<file path="src/rtl/lzd_norm_pipe.sv">
// lzd_norm_pipe: two-stage elastic leading-zero / leading-sign detector and
// normalizer. Stage 1 registers the leading count, zero flag and operand;
// stage 2 registers the operand shifted left by that count.
// Optional feature macro: LZN_STATS_EN adds the stat_zero_cnt output, a
// saturating count of output transfers that carried out_zero=1.
module lzd_norm_pipe #(
   parameter int DATA_W = 32,
   localparam int CNT_W = $clog2(DATA_W) + 1
) (
   input  logic              clk,
   input  logic              rst_n,
   input  logic              in_valid,
   output logic              in_ready,
   input  logic [DATA_W-1:0] in_data,
   input  logic              in_mode,
   output logic              out_valid,
   input  logic              out_ready,
   output logic [DATA_W-1:0] out_data,
   output logic [CNT_W-1:0]  out_cnt,
   output logic              out_zero
`ifdef LZN_STATS_EN
   ,
   output logic [15:0]       stat_zero_cnt
`endif
);

   localparam int LEVELS = $clog2(DATA_W);

   // Detector input. In CLS mode each bit below the MSB is compared with the
   // MSB, so a run of sign copies becomes a run of zeros. The appended 1 stops
   // the count at DATA_W-1 when every bit matches the sign.
   logic [DATA_W-1:0] det_in;
   assign det_in = in_mode
      ? {in_data[DATA_W-2:0] ^ {(DATA_W-1){in_data[DATA_W-1]}}, 1'b1}
      : in_data;

   // Detector tree: level gi holds DATA_W>>gi nodes, each covering 2**gi
   // bits; node 0 of every level covers the most significant slice. A node
   // takes the upper half's count unless the upper half is all zero, in which
   // case it adds the upper half's width to the lower half's count.
   genvar gi, gj;
   generate
      for (gi = 0; gi <= LEVELS; gi++) begin : g_lvl
         localparam int N = DATA_W >> gi;
         logic [CNT_W-1:0] cnt  [N];
         logic             zero [N];
         for (gj = 0; gj < N; gj++) begin : g_node
            if (gi == 0) begin : g_leaf
               assign zero[gj] = ~det_in[DATA_W-1-gj];
               assign cnt[gj]  = {{(CNT_W-1){1'b0}}, ~det_in[DATA_W-1-gj]};
            end else begin : g_merge
               assign zero[gj] = g_lvl[gi-1].zero[2*gj] & g_lvl[gi-1].zero[2*gj+1];
               assign cnt[gj]  = g_lvl[gi-1].zero[2*gj]
                  ? CNT_W'(1 << (gi-1)) + g_lvl[gi-1].cnt[2*gj+1]
                  : g_lvl[gi-1].cnt[2*gj];
            end
         end
      end
   endgenerate

   logic [CNT_W-1:0] tree_cnt;
   logic             tree_zero;
   logic             zero_next;
   assign tree_cnt  = g_lvl[LEVELS].cnt[0];
   assign tree_zero = g_lvl[LEVELS].zero[0];
   // CLS detector input is never all zero, so its "no sign change" case is
   // the saturated count DATA_W-1.
   assign zero_next = in_mode ? (tree_cnt == CNT_W'(DATA_W-1)) : tree_zero;

   // Pipeline state and handshake.
   logic              s1_valid;
   logic [DATA_W-1:0] s1_data;
   logic [CNT_W-1:0]  s1_cnt;
   logic              s1_zero;
   logic              s2_valid;
   logic              s1_adv;
   logic              s2_adv;

   assign s2_adv    = !s2_valid || out_ready;
   assign s1_adv    = !s1_valid || s2_adv;
   assign in_ready  = s1_adv;
   assign out_valid = s2_valid;

   // Stage 1: capture operand, count and zero flag whenever the stage may move.
   always_ff @(posedge clk) begin
      if (!rst_n) begin
         s1_valid <= 1'b0;
         s1_data  <= '0;
         s1_cnt   <= '0;
         s1_zero  <= 1'b0;
      end else if (s1_adv) begin
         s1_valid <= in_valid;
         if (in_valid) begin
            s1_data <= in_data;
            s1_cnt  <= tree_cnt;
            s1_zero <= zero_next;
         end
      end
   end

   // Stage 2: normalize; contents hold while the result waits for out_ready.
   always_ff @(posedge clk) begin
      if (!rst_n) begin
         s2_valid <= 1'b0;
         out_data <= '0;
         out_cnt  <= '0;
         out_zero <= 1'b0;
      end else if (s2_adv) begin
         s2_valid <= s1_valid;
         if (s1_valid) begin
            out_data <= s1_data << s1_cnt;
            out_cnt  <= s1_cnt;
            out_zero <= s1_zero;
         end
      end
   end

`ifdef LZN_STATS_EN
   // Saturating count of delivered results that had out_zero set.
   always_ff @(posedge clk) begin
      if (!rst_n) begin
         stat_zero_cnt <= '0;
      end else if (out_valid && out_ready && out_zero && (stat_zero_cnt != 16'hFFFF)) begin
         stat_zero_cnt <= stat_zero_cnt + 16'd1;
      end
   end
`endif

endmodule

</file>
<file path="config.mk">
export PLATFORM = sky130hd
export DESIGN_NAME = lzd_norm_pipe
export DESIGN_NICKNAME = d
export VERILOG_FILES = /design/src/rtl/lzd_norm_pipe.sv
export SDC_FILE = /design/constraint.sdc
export NUM_CORES = 1
export LEC_CHECK = 0
export ABC_AREA = 0
export CORE_ASPECT_RATIO = 1.25
export CORE_MARGIN = 2
export CORE_UTILIZATION = 41
export CTS_BUF_LIST = sky130_fd_sc_hd__clkbuf_2 sky130_fd_sc_hd__clkbuf_4 sky130_fd_sc_hd__clkbuf_8
export DETAILED_ROUTE_END_ITERATION = 12
export GPL_TIMING_DRIVEN = 0
export HOLD_SLACK_MARGIN = 0.02
export PLACE_DENSITY = 0.66
export SLEW_MARGIN = 20
export SYNTH_ARGS = -nofsm -noshare
export SYNTH_HDL_FRONTEND = slang
export SYNTH_SLANG_ARGS = --single-unit
</file>
<file path="constraint.sdc">
create_clock -name clk -period 2.6 [get_ports clk]
set_input_delay 0.52 -clock clk [delete_from_list [all_inputs] [get_ports clk]]
set_output_delay 0.52 -clock clk [all_outputs]
set_load 0.1 [all_outputs]
</file>
After elaboration in Yosys (flattened, before gate mapping)

Cells that the tools add are included.

Divide/modulo/power cells: 0
Multiply operators: 0
Add/subtract/negate cells: 31
Multiplexer cells: 33
Magnitude comparators: 0
Shift operators: 1
Bitwise logic cells: 64
Reduce and logical (&&, ||, !) cells: 6
Equality and inequality tests: 1

Operator list:

| cell                                          | number |
|---|---|
| adder 1 x 1 -> 2 bit, first input constant    | 16 |
| 2-to-1 mux 2 bit                              | 16 |
| 2-to-1 mux 32 bit                             | 1 |
| NOT 1 bit                                     | 32 |
| << shifter 32 x 6 -> 32 bit                   | 1 |
| AND 1 bit                                     | 31 |
| XOR 31 bit                                    | 1 |
| adder 2 x 2 -> 3 bit, first input constant    | 8 |
| 2-to-1 mux 3 bit                              | 8 |
| adder 3 x 3 -> 4 bit, first input constant    | 4 |
| 2-to-1 mux 4 bit                              | 4 |
| adder 4 x 4 -> 5 bit, first input constant    | 2 |
| 2-to-1 mux 5 bit                              | 2 |
| adder 5 x 5 -> 6 bit, first input constant    | 1 |
| == test 6 x 5 -> 1 bit, second input constant | 1 |
| 2-to-1 mux 6 bit                              | 1 |
| AND reduction 2 bit                           | 2 |
| logical NOT 1 bit                             | 2 |
| logical OR 1 bit                              | 2 |
| 2-to-1 mux 1 bit                              | 1 |

Memory bits (read-only): 0
Word-level logic and storage cells: 144
Memories kept: 0
RAM bits: 0
Flip-flop bits (word level): 80
Bits in latches: 0

Depth between registers and ports, before layout

Gate-level depths: netlist of run 1.

Depth after elaboration: 15
Depth in mapped cells: 10

Least setup slack after synthesis of run 1

OpenSTA, ideal clock, no wires.

Path type: register -> register
Start point: register s2_valid, in the netlist out_valid
End point: register s1_data[14]
Buffers on the path: 2
Period minus slack after synthesis: 3.003 ns
Data arrival time: 2.933 ns
Slack: -0.403 ns
Stages on the path, launching flop included: 8
Path through: dfxtp_1 nor2b_1 nand2_1 nand2_1 clkbuf_1 buf_1 nand2_1 a21oi_1

Cells in the longest elaborated chain, start to end: 4

Ends and longest elaborated chain:

| what                                 | RTL line | RTL |
|---|---|---|
| start: declaration                   | 75       | `logic s2_valid;` |
| start signal: assignment             | 109      | `s2_valid <= s1_valid;` |
| logical NOT 1 bit                    | 79       | `assign s2_adv = !s2_valid \|\| out_ready;` |
| logical OR 1 bit                     | 79       |  |
| logical OR 1 bit                     | 80       | `assign s1_adv = !s1_valid \|\| s2_adv;` |
| net in_ready                         | 13       | `output logic in_ready,` |
| AND reduction 2 bit (no source line) | -        |  |
| end signal: assignment               | 94       | `s1_data <= in_data;` |
| end: declaration                     | 72       | `logic [DATA_W-1:0] s1_data;` |

The timed path passes the listed nets, and every way through them passes these cells.
A chain may end at the register's enable or synchronous reset.

Worst setup path in the final report of run 1

Start point: input in_mode
End point: register s1_cnt[1]

Cells in the longest elaborated chain, start to end: 12
Elaborated cells between the ends (all ways): 121

Ends and longest elaborated chain:

| what                   | RTL line | RTL |
|---|---|---|
| start: declaration     | 15       | `input logic in_mode,` |
| 2-to-1 mux 32 bit *    | 34       | `? {in_data[DATA_W-2:0] ^ {(DATA_W-1){in_data[DATA_W-1]}}, 1'b1}` |
| NOT 1 bit              | 50       | `assign cnt[gj] = {{(CNT_W-1){1'b0}}, ~det_in[DATA_W-1-gj]};` |
| adder 1 x 1 -> 2 bit   | 54       | `? CNT_W'(1 << (gi-1)) + g_lvl[gi-1].cnt[2*gj+1]` |
| 2-to-1 mux 2 bit       | 54       |  |
| adder 2 x 2 -> 3 bit   | 54       |  |
| 2-to-1 mux 3 bit       | 54       |  |
| adder 3 x 3 -> 4 bit   | 54       |  |
| 2-to-1 mux 4 bit       | 54       |  |
| adder 4 x 4 -> 5 bit   | 54       |  |
| 2-to-1 mux 5 bit       | 54       |  |
| adder 5 x 5 -> 6 bit   | 54       |  |
| 2-to-1 mux 6 bit *     | 54       |  |
| end signal: assignment | 95       | `s1_cnt <= tree_cnt;` |
| end: declaration       | 73       | `logic [CNT_W-1:0] s1_cnt;` |

Mark *: on every way between the ends. The rest lies on a longest branch, timed or not.

==> results of run 1 <==
logic make-up after synthesis:
kind of cell | synth area share
simple gates | 0.2519
compound gates | 0.2036
flops | 0.2982
buf+inv | 0.05895
mux | 0.1873
cell usage after synthesis, drive strengths merged, types with 3 or more instances:
| library cell | count | area, um2 |
|---|---|---|
| nor2 | 55 | 206.5 |
| nand2 | 95 | 356.6 |
| a32oi | 3 | 26.28 |
| a221oi | 10 | 106.4 |
| nor2b | 15 | 93.84 |
| a211oi | 14 | 110.1 |
| or4b | 5 | 61.31 |
| o311ai | 4 | 60.07 |
| mux2i | 21 | 210.2 |
| nand4 | 9 | 56.30 |
| dfxtp | 80 | 1602 |
| nand3 | 10 | 70.07 |
| a21oi | 61 | 305.3 |
| and4 | 4 | 35.03 |
| o22ai | 7 | 43.79 |
| nor4b | 5 | 50.04 |
| nor3b | 3 | 27.52 |
| buf | 26 | 158.9 |
| mux4 | 31 | 705.7 |
| a22oi | 14 | 105.1 |
| or3 | 12 | 75.07 |
| nor3 | 22 | 110.1 |
| clkbuf | 25 | 93.84 |
| a222oi | 4 | 40.04 |
| mux2 | 8 | 90.09 |
| inv | 16 | 60.06 |
| a31oi | 5 | 31.28 |
| and2 | 4 | 25.03 |
| o21ai | 14 | 70.06 |
| nand2b | 11 | 76.32 |
sequential cells by signal, summed over array words and instances, names as in the netlist:
| signal | flops |
|---|---|
| s1_data | 32 |
| s1_cnt | 6 |
| out_valid | 1 |
| out_cnt | 6 |
| s1_zero | 1 |
| s1_valid | 1 |
| out_data | 32 |
| out_zero | 1 |
timing repair:
item                                    in CTS  in global routing
endpoints found under the setup margin       2                  5
pin swaps                                    0                  1
gates resized for setup                      2                 15
worst max-delay path, delay by kind of cell:
family / cells / cell delay, ns
AO/OA/AOI/OAI: 5 / 1.40
buffers and inverters: 2 / 0.74
AND/OR/NAND/NOR: 1 / 0.14
power by group through the flow:
stage | clock (uW) | sequential (uW) | combinational, uW
global route | 1020 | 1320 | 821
detailed placement | 0 | 1340 | 752
finish | 946 | 1320 | 767
floorplan | 0 | 1450 | 405
CTS | 966 | 1320 | 754
global placement | 0 | 1340 | 742
cell type report:
class	instances	area [um2]	area share
Buffer	51	262.8	0.03949
Sequential cell	80	1603	0.2409
Multi-Input combinational cell	478	3538	0.5318
Inverter	17	63.81	0.009590
Tap cell	168	210.2	0.03159
Clock inverter	5	55.05	0.008274
Timing Repair Buffer	77	769.5	0.1156
Clock buffer	11	151.4	0.02275
routing by layer:
metal | track usage | vias to the layer above | part of all wire
met2 | 0.3974 | 190 | 0.51
li1 | - | 2520 | -
met4 | 0.1155 | 0 | 0.042
met5 | 0 | - | 0
met3 | 0.02966 | 45 | 0.046
met1 | 0.2647 | 2457 | 0.40
stage by stage:
step                worst slack (ns)  utilization  area, um2
global route                -0.02440       0.5231       6654
detailed placement           -0.4170       0.4996       6355
floorplan                     0.1861            -       5374
global placement             -0.4291       0.4996       6355
CTS                          0.02478       0.5162       6566
finish                       0.02160       0.5231       6654
worst paths after layout:
check             slack (ns)                      start                         to  cells after the start
hold reg to reg         0.46  out_data[30]$_SDFFE_PN0P_  out_data[30]$_SDFFE_PN0P_                      2
setup / recovery        0.02                    in_mode     s1_cnt[1]$_SDFFE_PN0P_                      8
setup reg to reg        0.23     s1_cnt[0]$_SDFFE_PN0P_  out_data[30]$_SDFFE_PN0P_                      7
hold / removal          0.46  out_data[30]$_SDFFE_PN0P_  out_data[30]$_SDFFE_PN0P_                      2
==> results.md, run 1 <==
* RePlAce Congestion at 0.9226
* Final Power at 3031 uW
* H-Tree Depth at 3
* Initial Util at 0.4222
* Async S/R FF share, synth at 0
* Clk buf depth at 2
* Clock power frac at 0.312
* Area Overhead vs Synth at 23.90%
* Crit start category: input port
* Combinational power share at 0.253
* Drt initial violations at 252
* Initial antenna violation count at 0
* Seq/Total Area, Yosys at 0.2982
* Crit Path Class: input port to flip-flop
* CTS Buf Count at 9
* CTS tree: yes
* Dpl cells at 871
* First-pass GRT wire length at 25150 um
* Synthesized area at 5370 um2
* Worst hold slack at 0.4582 ns
* Post-CTS Setup Bufs at 0
* Crit-path slowest cell: clkdlybuf4s50_1
* Hpwl dp at 12600 um
* Netlist cell types at 73
* Internal Power at 2062 uW
* Ant diodes at 0
* Pin count of the biggest net entering global routing at 14
* Placeable Area at 12720 um2
* Clk_lat worst skew at 0.37 ns
* Most frequent cells in the layout: nand2_1 (94), dfxtp_1 (79), clkdlybuf4s50_1 (76), a21oi_1 (61), nor2_1 (55)
* Max Cap Violations at 0
* WP data required at 2.84 ns
* Global route overflow at 0
* Pleak at 0.002276 uW
* Clock-pin slew on the worst setup and hold paths at 0.09 ns
* Crit path max fanout at 10
* Sink Count at 80
* Height of the chip at 132.0 um
* Worst slew margin relative to its limit at 0.3502
* Clock Skews at 0.01081 ns
* Rows at 46
* Critical Path End Type: flip-flop
* Antenna viol nets, final at 0
* Main synth FF type: dfxtp_1
* # nets final at 751
* Vias in the first global route at 4973
* Vias at 5212
* Ys Warns at 0
* Number of synthesized flops with an enable pin at 0
* Routed wire length at 15760 um
* Drt wl/cell at 17.77 um
* CP max stage delay at 0.50 ns
* Status: complete, no violations
* Hold Buf Count CTS at 0
* Peak VDD IR at 0.2413 mV
* Final-report hold violation count at 0
* Width of the die at 106.4 um
* Max Freq at 387.8 MHz
* Measured slew at the worst slew-check pin at 0.9717 ns
* Post-Syn Nets at 663
* Die footprint at 14040 um2
* Via density at 5.876
* Sw Pwr at 969.0 uW
* Part of the power in registers at 0.435
* CTS root buffer: clkbuf_8
* Final setup viols at 0
* I/O Buffers at 77
* Power Density at 455.5 nW/um2
* #FFs+latches synth at 80
* Mapped Cells at 626
* Global-route usage over all layers at 0.2255
* CP Cell Sequence: clkdlybuf4s50_1 > buf_2 > nand2b_4 > o311a_1 > o31ai_1 > o22ai_1 > o211ai_1 > a21oi_1
* Period utilization at 0.9917
* Non-Filler Instances at 887
* Filler Cell Count at 1222
* CP Data Arrival Time at 2.82 ns
* DR pass1 iterations at 5
* Final min period at 2.578 ns
* Switching share of power at 0.3197
* Final setup TNS at 0 ns
* Pins Over Slew Limit at 0
* # DRC at 0
* IO Count at 78
* Most common cell after layout, fill and taps aside: nand2_1
* Worst Hold Class: flip-flop to flip-flop
* Syn Area/Cell at 8.579 um2
* Share of layout cells above drive strength 1 at 0.1446
Note: power is estimated with default switching activity, not from simulation.
==> run 2: changes to the inputs <==
--- a/config.mk
+++ b/config.mk
@@ -12,5 +12,4 @@
 export CTS_BUF_LIST = sky130_fd_sc_hd__clkbuf_2 sky130_fd_sc_hd__clkbuf_4 sky130_fd_sc_hd__clkbuf_8
 export DETAILED_ROUTE_END_ITERATION = 12
-export GPL_TIMING_DRIVEN = 0
 export HOLD_SLACK_MARGIN = 0.02
 export PLACE_DENSITY = 0.66
==> constraint.sdc (replaced) <==
create_clock -name clk -period 2.6 [get_ports clk]
set_input_delay 0.52 -clock clk [delete_from_list [all_inputs] [get_ports clk]]
set_output_delay 0.52 -clock clk [all_outputs]
set_load 0.005 [all_outputs]
==> run 2 against run 1 <==
- clock power grew 13%
- design area increased by 3.5%
- non-clock buffer count rose by 11
- count of clock-buffer cells in the layout grew 3
- largest cell class unchanged
- flip-flop and latch count unchanged
- fmax increased by 5.0%
- largest power group unchanged
- critical path depth is 1 higher
- routed wire length shrank 9.6%
==> results.md, run 2 (same netlist as run 1, synthesis figures left out) <==
* Peak VDD IR at 0.2862 mV
* RePlAce Congestion at 0.9211
* IO Count at 78
* CP Data Arrival Time at 2.73 ns
* Hold Buf Count CTS at 0
* Crit path max fanout at 30
* CTS resizes at 0
* CP Capture Point: s1_zero$_SDFFE_PN0P_
* I/O Buffers at 77
* Vias at 5184
* Pins Over Slew Limit at 0
* CP max stage delay at 0.50 ns
* Worst hold slack at 0.4504 ns
* RSZ-0062 raised after global routing: false
* CTS tree: yes
* WP data required at 2.88 ns
* Final min period at 2.455 ns
* Vias in the first global route at 4811
* R2R cell count at 6
* CP Depth at 9
* Period utilization at 0.9443
* Height of the chip at 132.0 um
* Power Density at 444.5 nW/um2
* Drt initial violations at 292
* Flop2flop setup slack at 0.36 ns
* Max Cap Violations at 0
* CP Cell Sequence: clkdlybuf4s50_1 > buf_12 > buf_4 > nand4_1 > o311a_1 > o311ai_1 > a221oi_1 > nand4b_1 > o32ai_1
* Global-route usage over all layers at 0.2013
* Rows at 46
* DRT met1 WL at 6169 um
* Worst slew margin relative to its limit at 0.3931
* H-Tree Depth at 3
* Initial antenna violation count at 0
* Drt wl/cell at 15.87 um
* DR pass1 iterations at 5
* Met2 routed WL at 6882 um
* Post-route cell area at 6884 um2
* Worst Setup SP: in_mode
* Critical Path End Type: flip-flop
* # DRC at 0
* Ant diodes at 0
* Area Overhead vs Synth at 28.19%
* Placeable Area at 12720 um2
* First-pass GRT wire length at 23250 um
* Measured slew at the worst slew-check pin at 0.9035 ns
* Top Layer Used: met4
* Routed wire length at 14250 um
* Placed cell areas at 6644 um2
* Clock-pin slew on the worst setup and hold paths at 0.08 ns
* R2R Path End: out_data[29]$_SDFFE_PN0P_
* WP buf/inv at 3
* Max Freq at 407.3 MHz
* Clk buf depth at 2
* Worst r2r src: s1_cnt[0]$_SDFFE_PN0P_
* Share of layout cells above drive strength 1 at 0.1904
* CTS root buffer: clkbuf_8
* Via density at 5.773
* Initial Util at 0.4222
* Worst Hold Class: flip-flop to flip-flop
* Crit Path Class: input port to flip-flop
* Final-report hold violation count at 0
* Crit-path slowest cell: clkdlybuf4s50_1
* Largest regs: out_data x32, s1_data x32
* Most common cell after layout, fill and taps aside: nand2_1
* Crit start category: input port
* CTS Buf Count at 9
* WL met3 at 663 um
* # nets final at 762
* Global route overflow at 0
* Clock Skews at 0.01215 ns
* Pin count of the biggest net entering global routing at 42
* Hpwl dp at 11100 um
* Status: complete, no violations
* Sink Count at 80
* Post-CTS Setup Bufs at 0
* Most frequent cells in the layout: nand2_1 (95), dfxtp_1 (79), clkdlybuf4s50_1 (77), a21oi_1 (60), buf_4 (56)
* Clk_lat worst skew at 0.36 ns
* Die footprint at 14040 um2
* Antenna viol nets, final at 0
* Filler Cell Count at 1199
* Top Family by Delay on Critical Path: compound AO/OA/AOI/OAI gates
* Fin util at 0.5412
* Pleak at 0.002437 uW
* Final setup viols at 0
* Width of the die at 106.4 um
run 2: layer usage:
layer  GRT usage  vias up
met2      0.3355      156
met5           0        -
li1            -     2543
met1      0.2522     2448
met3     0.03114       37
met4     0.09868        0
run 2: layout make-up:
cell class	instances	area (um2)	area share
clock buffer	14	180.2	0.02617
clock inverter	2	60.06	0.008724
sequential	80	1603	0.2328
tap	168	210.2	0.03053
timing repair buffer	139	1311	0.1905
inverter	17	63.81	0.009269
multi-input combinational	478	3456	0.5020
run 2: worst min path at each step:
stage / start / endpoint / slack (ns) / cells past startpoint
global placement: out_data[30]$_SDFFE_PN0P_ / out_data[30]$_SDFFE_PN0P_ / 0.44 / 2
global route: out_data[30]$_SDFFE_PN0P_ / out_data[30]$_SDFFE_PN0P_ / 0.48 / 2
floorplan: s1_zero$_SDFFE_PN0P_ / out_zero$_SDFFE_PN0P_ / 0.43 / 2
finish: out_data[30]$_SDFFE_PN0P_ / out_data[30]$_SDFFE_PN0P_ / 0.45 / 2
detailed placement: out_data[30]$_SDFFE_PN0P_ / out_data[30]$_SDFFE_PN0P_ / 0.44 / 2
CTS: out_data[30]$_SDFFE_PN0P_ / out_data[30]$_SDFFE_PN0P_ / 0.45 / 2
run 2: stage by stage:
step / power (uW) / setup WS (ns) / std cells / TNS [ns]
after floorplan: 1735 / 0.4678 / 626 / 0
after global placement: 1994 / -0.1202 / 882 / -0.3534
after detailed placement: 2012 / -0.1910 / 882 / -0.8748
after CTS: 3070 / 0.1732 / 898 / 0
after global routing: 3196 / 0.02150 / 898 / 0
final: 3060 / 0.1447 / 898 / 0
run 2: where the power goes:
group	internal, uW	switching (uW)
sequential	1270	44.0
combinational	332	339
clock	642	431
run 2: worst min-delay path, cell delays in order, from the launching register on:
cell and delay [ns]:
dfxtp_1 0.31, nand2_1 0.05, a21oi_1 0.05
==> run 3: changes to the inputs <==
--- a/config.mk
+++ b/config.mk
@@ -11,4 +11,5 @@
 export CORE_UTILIZATION = 41
 export CTS_BUF_LIST = sky130_fd_sc_hd__clkbuf_2 sky130_fd_sc_hd__clkbuf_4 sky130_fd_sc_hd__clkbuf_8
+export CTS_CLUSTER_SIZE = 25
 export DETAILED_ROUTE_END_ITERATION = 12
 export HOLD_SLACK_MARGIN = 0.02
==> constraint.sdc (replaced) <==
create_clock -name clk -period 2.6 [get_ports clk]
set_input_delay 0.78 -clock clk [delete_from_list [all_inputs] [get_ports clk]]
set_output_delay 0.78 -clock clk [all_outputs]
set_load 0.005 [all_outputs]
==> run 3 against run 2 <==
- via count increased by 2.1%
- non-clock buffer count increased by 25
- routed wire length increased by 5.5%
- register-to-register slack got worse by 0.02 ns
- core utilization increased by 2.3 points
- clock skew decreased by 0.0063 ns
- clock power decreased by 16%
- hold slack improved by 0.0059 ns
- flip-flop and latch count unchanged
- die area unchanged
- fmax decreased by 2.0%
==> results.md, run 3 (same netlist as run 1, synthesis figures left out) <==
* Placeable Area at 12720 um2
* Worst Hold Class: flip-flop to flip-flop
* Measured slew at the worst slew-check pin at 0.6178 ns
* First-pass GRT wire length at 23810 um
* Global-route usage over all layers at 0.2066
* Initial antenna violation count at 0
* Clk_lat worst skew at 0.37 ns
* RePlAce Congestion at 0.9148
* Pleak at 0.002617 uW
* Multi-input logic area at 3561 um2
* Switching share of power at 0.2796
* Height of the chip at 132.0 um
* Crit start category: input port
* Pin count of the biggest net entering global routing at 41
* Filler Cell Count at 1149
* Status: complete, no violations
* Post-route cell area at 7172 um2
* Top Family by Delay on Critical Path: simple AND/OR/NAND/NOR gates
* CTS tree: yes
* CP Cell Sequence: clkdlybuf4s50_1 > or4b_4 > nand3_2 > nand4bb_4 > a31oi_2 > a211oi_4 > o32ai_2
* Crit Path Class: input port to flip-flop
* Max Freq at 398.9 MHz
* Power Density at 409.7 nW/um2
* CP max stage delay at 0.57 ns
* Initial Util at 0.4222
* Critical Path End Type: flip-flop
* Crit path max fanout at 5
* Non-Filler Instances at 921
* Worst hold slack at 0.4563 ns
* Clk buf depth at 2
* Drt initial violations at 340
* # DRC at 0
* Peak VDD IR at 0.2273 mV
* Pins Over Slew Limit at 0
* CP Data Arrival Time at 2.79 ns
* Combinational power share at 0.247
* CTS root buffer: clkbuf_8
* Via density at 5.745
* Share of layout cells above drive strength 1 at 0.2351
* Crit-path slowest cell: or4b_4
* Vias at 5291
* Clock power frac at 0.304
* WP buf/inv at 1
* IO Count at 78
* Worst slew margin relative to its limit at 0.5872
* Dpl ws at -0.4170 ns
* Area Overhead vs Synth at 33.55%
* Hpwl dp at 11230 um
* Ant diodes at 0
* CTS Buf Count at 9
* Die footprint at 14040 um2
* Max Cap Violations at 0
* I/O Buffers at 77
* Period utilization at 0.9641
* Clock-pin slew on the worst setup and hold paths at 0.08 ns
* Worst Hold Launch: out_cnt[1]$_SDFFE_PN0P_
* Dpl cells at 904
* Most common cell after layout, fill and taps aside: nand2_1
* Width of the die at 106.4 um
* Internal Power at 2117 uW
* Vias in the first global route at 4917
* Placed cell areas at 6822 um2
* Final setup viols at 0
* Part of the power in registers at 0.448
* Final min period at 2.507 ns
* Clock Skews at 0.005875 ns
* Final-report hold violation count at 0
* # nets final at 787
* Sink Count at 80
* WP data required at 2.89 ns
* Drt wl/cell at 16.33 um
* Global route overflow at 0
* Routed wire length at 15040 um
* Largest regs: out_data x32, s1_data x32
* Final WS setup at 0.09336 ns
* Storage cell area at 1603 um2
* RSZ-0062 raised after global routing: false
* Antenna viol nets, final at 0
* Rows at 46
* DR pass1 iterations at 7
* Most frequent cells in the layout: nand2_1 (95), dfxtp_1 (79), buf_4 (78), clkdlybuf4s50_1 (74), a21oi_1 (60)
* H-Tree Depth at 3
* Worst Setup SP: in_data[7]
* Sw Pwr at 821.5 uW
* Worst r2r src: s1_cnt[0]$_SDFFE_PN0P_
[run 3: power groups by stage]
stage	Sequential (uW)	Clock, uW	Combinational (uW)
floorplan	1330	0	403
global placement	1340	0	680
detailed placement	1350	0	695
CTS	1320	902	700
global route	1330	965	784
finish	1320	895	726
[run 3: path summary, 6_finish.rpt]
kind / endpoint / slack [ns] / depth (start not counted)
setup / recovery: s1_zero$_SDFFE_PN0P_ / 0.09 / 7
setup reg to reg: out_data[27]$_SDFFE_PN0P_ / 0.34 / 7
hold / removal: out_cnt[1]$_SDFFE_PN0P_ / 0.46 / 2
hold reg to reg: out_cnt[1]$_SDFFE_PN0P_ / 0.46 / 2
[run 3: layout make-up]
type | count | area share
Tap cell | 168 | 0.02931
Timing Repair Buffer | 164 | 0.2162
Clock inverter | 1 | 0.004187
Clock buffer | 13 | 0.02146
Sequential cell | 80 | 0.2235
Multi-Input combinational cell | 478 | 0.4965
Inverter | 17 | 0.008897
[run 3: what timing repair did]
action                                 CTS  global route
setup endpoints to repair                3             8
resized for setup                        4            18
endpoints found under the hold margin    0             0
pin swaps                                0             1
setup buffers                            1             0
hold buffers                             0             0
cloned                                   0             2
[run 3: through the flow]
stage / setup TNS [ns] / total power (uW) / util
after floorplan: 0 / 1735 / -
after CTS: 0 / 2919 / 0.5524
after global routing: 0 / 3074 / 0.5638
after detailed placement: -3.287 / 2041 / 0.5363
after global placement: -2.793 / 2022 / 0.5363
final: 0 / 2938 / 0.5638
[run 3: routing by layer]
| layer | part of all wire | up-vias | GRT usage |
|---|---|---|---|
| li1 | - | 2588 | - |
| met1 | 0.44 | 2510 | 0.2606 |
| met2 | 0.50 | 167 | 0.3561 |
| met3 | 0.044 | 26 | 0.03559 |
| met4 | 0.023 | 0 | 0.06725 |
| met5 | 0 | - | 0 |
[run 3: worst reg2reg max path, delay by kind of cell (launching register included)]
family	cells	cell delay, ns
flip-flops	1	0.34
buffers and inverters	1	0.24
AND/OR/NAND/NOR	2	0.23
multiplexers	1	0.55
AO/OA/AOI/OAI	3	0.80
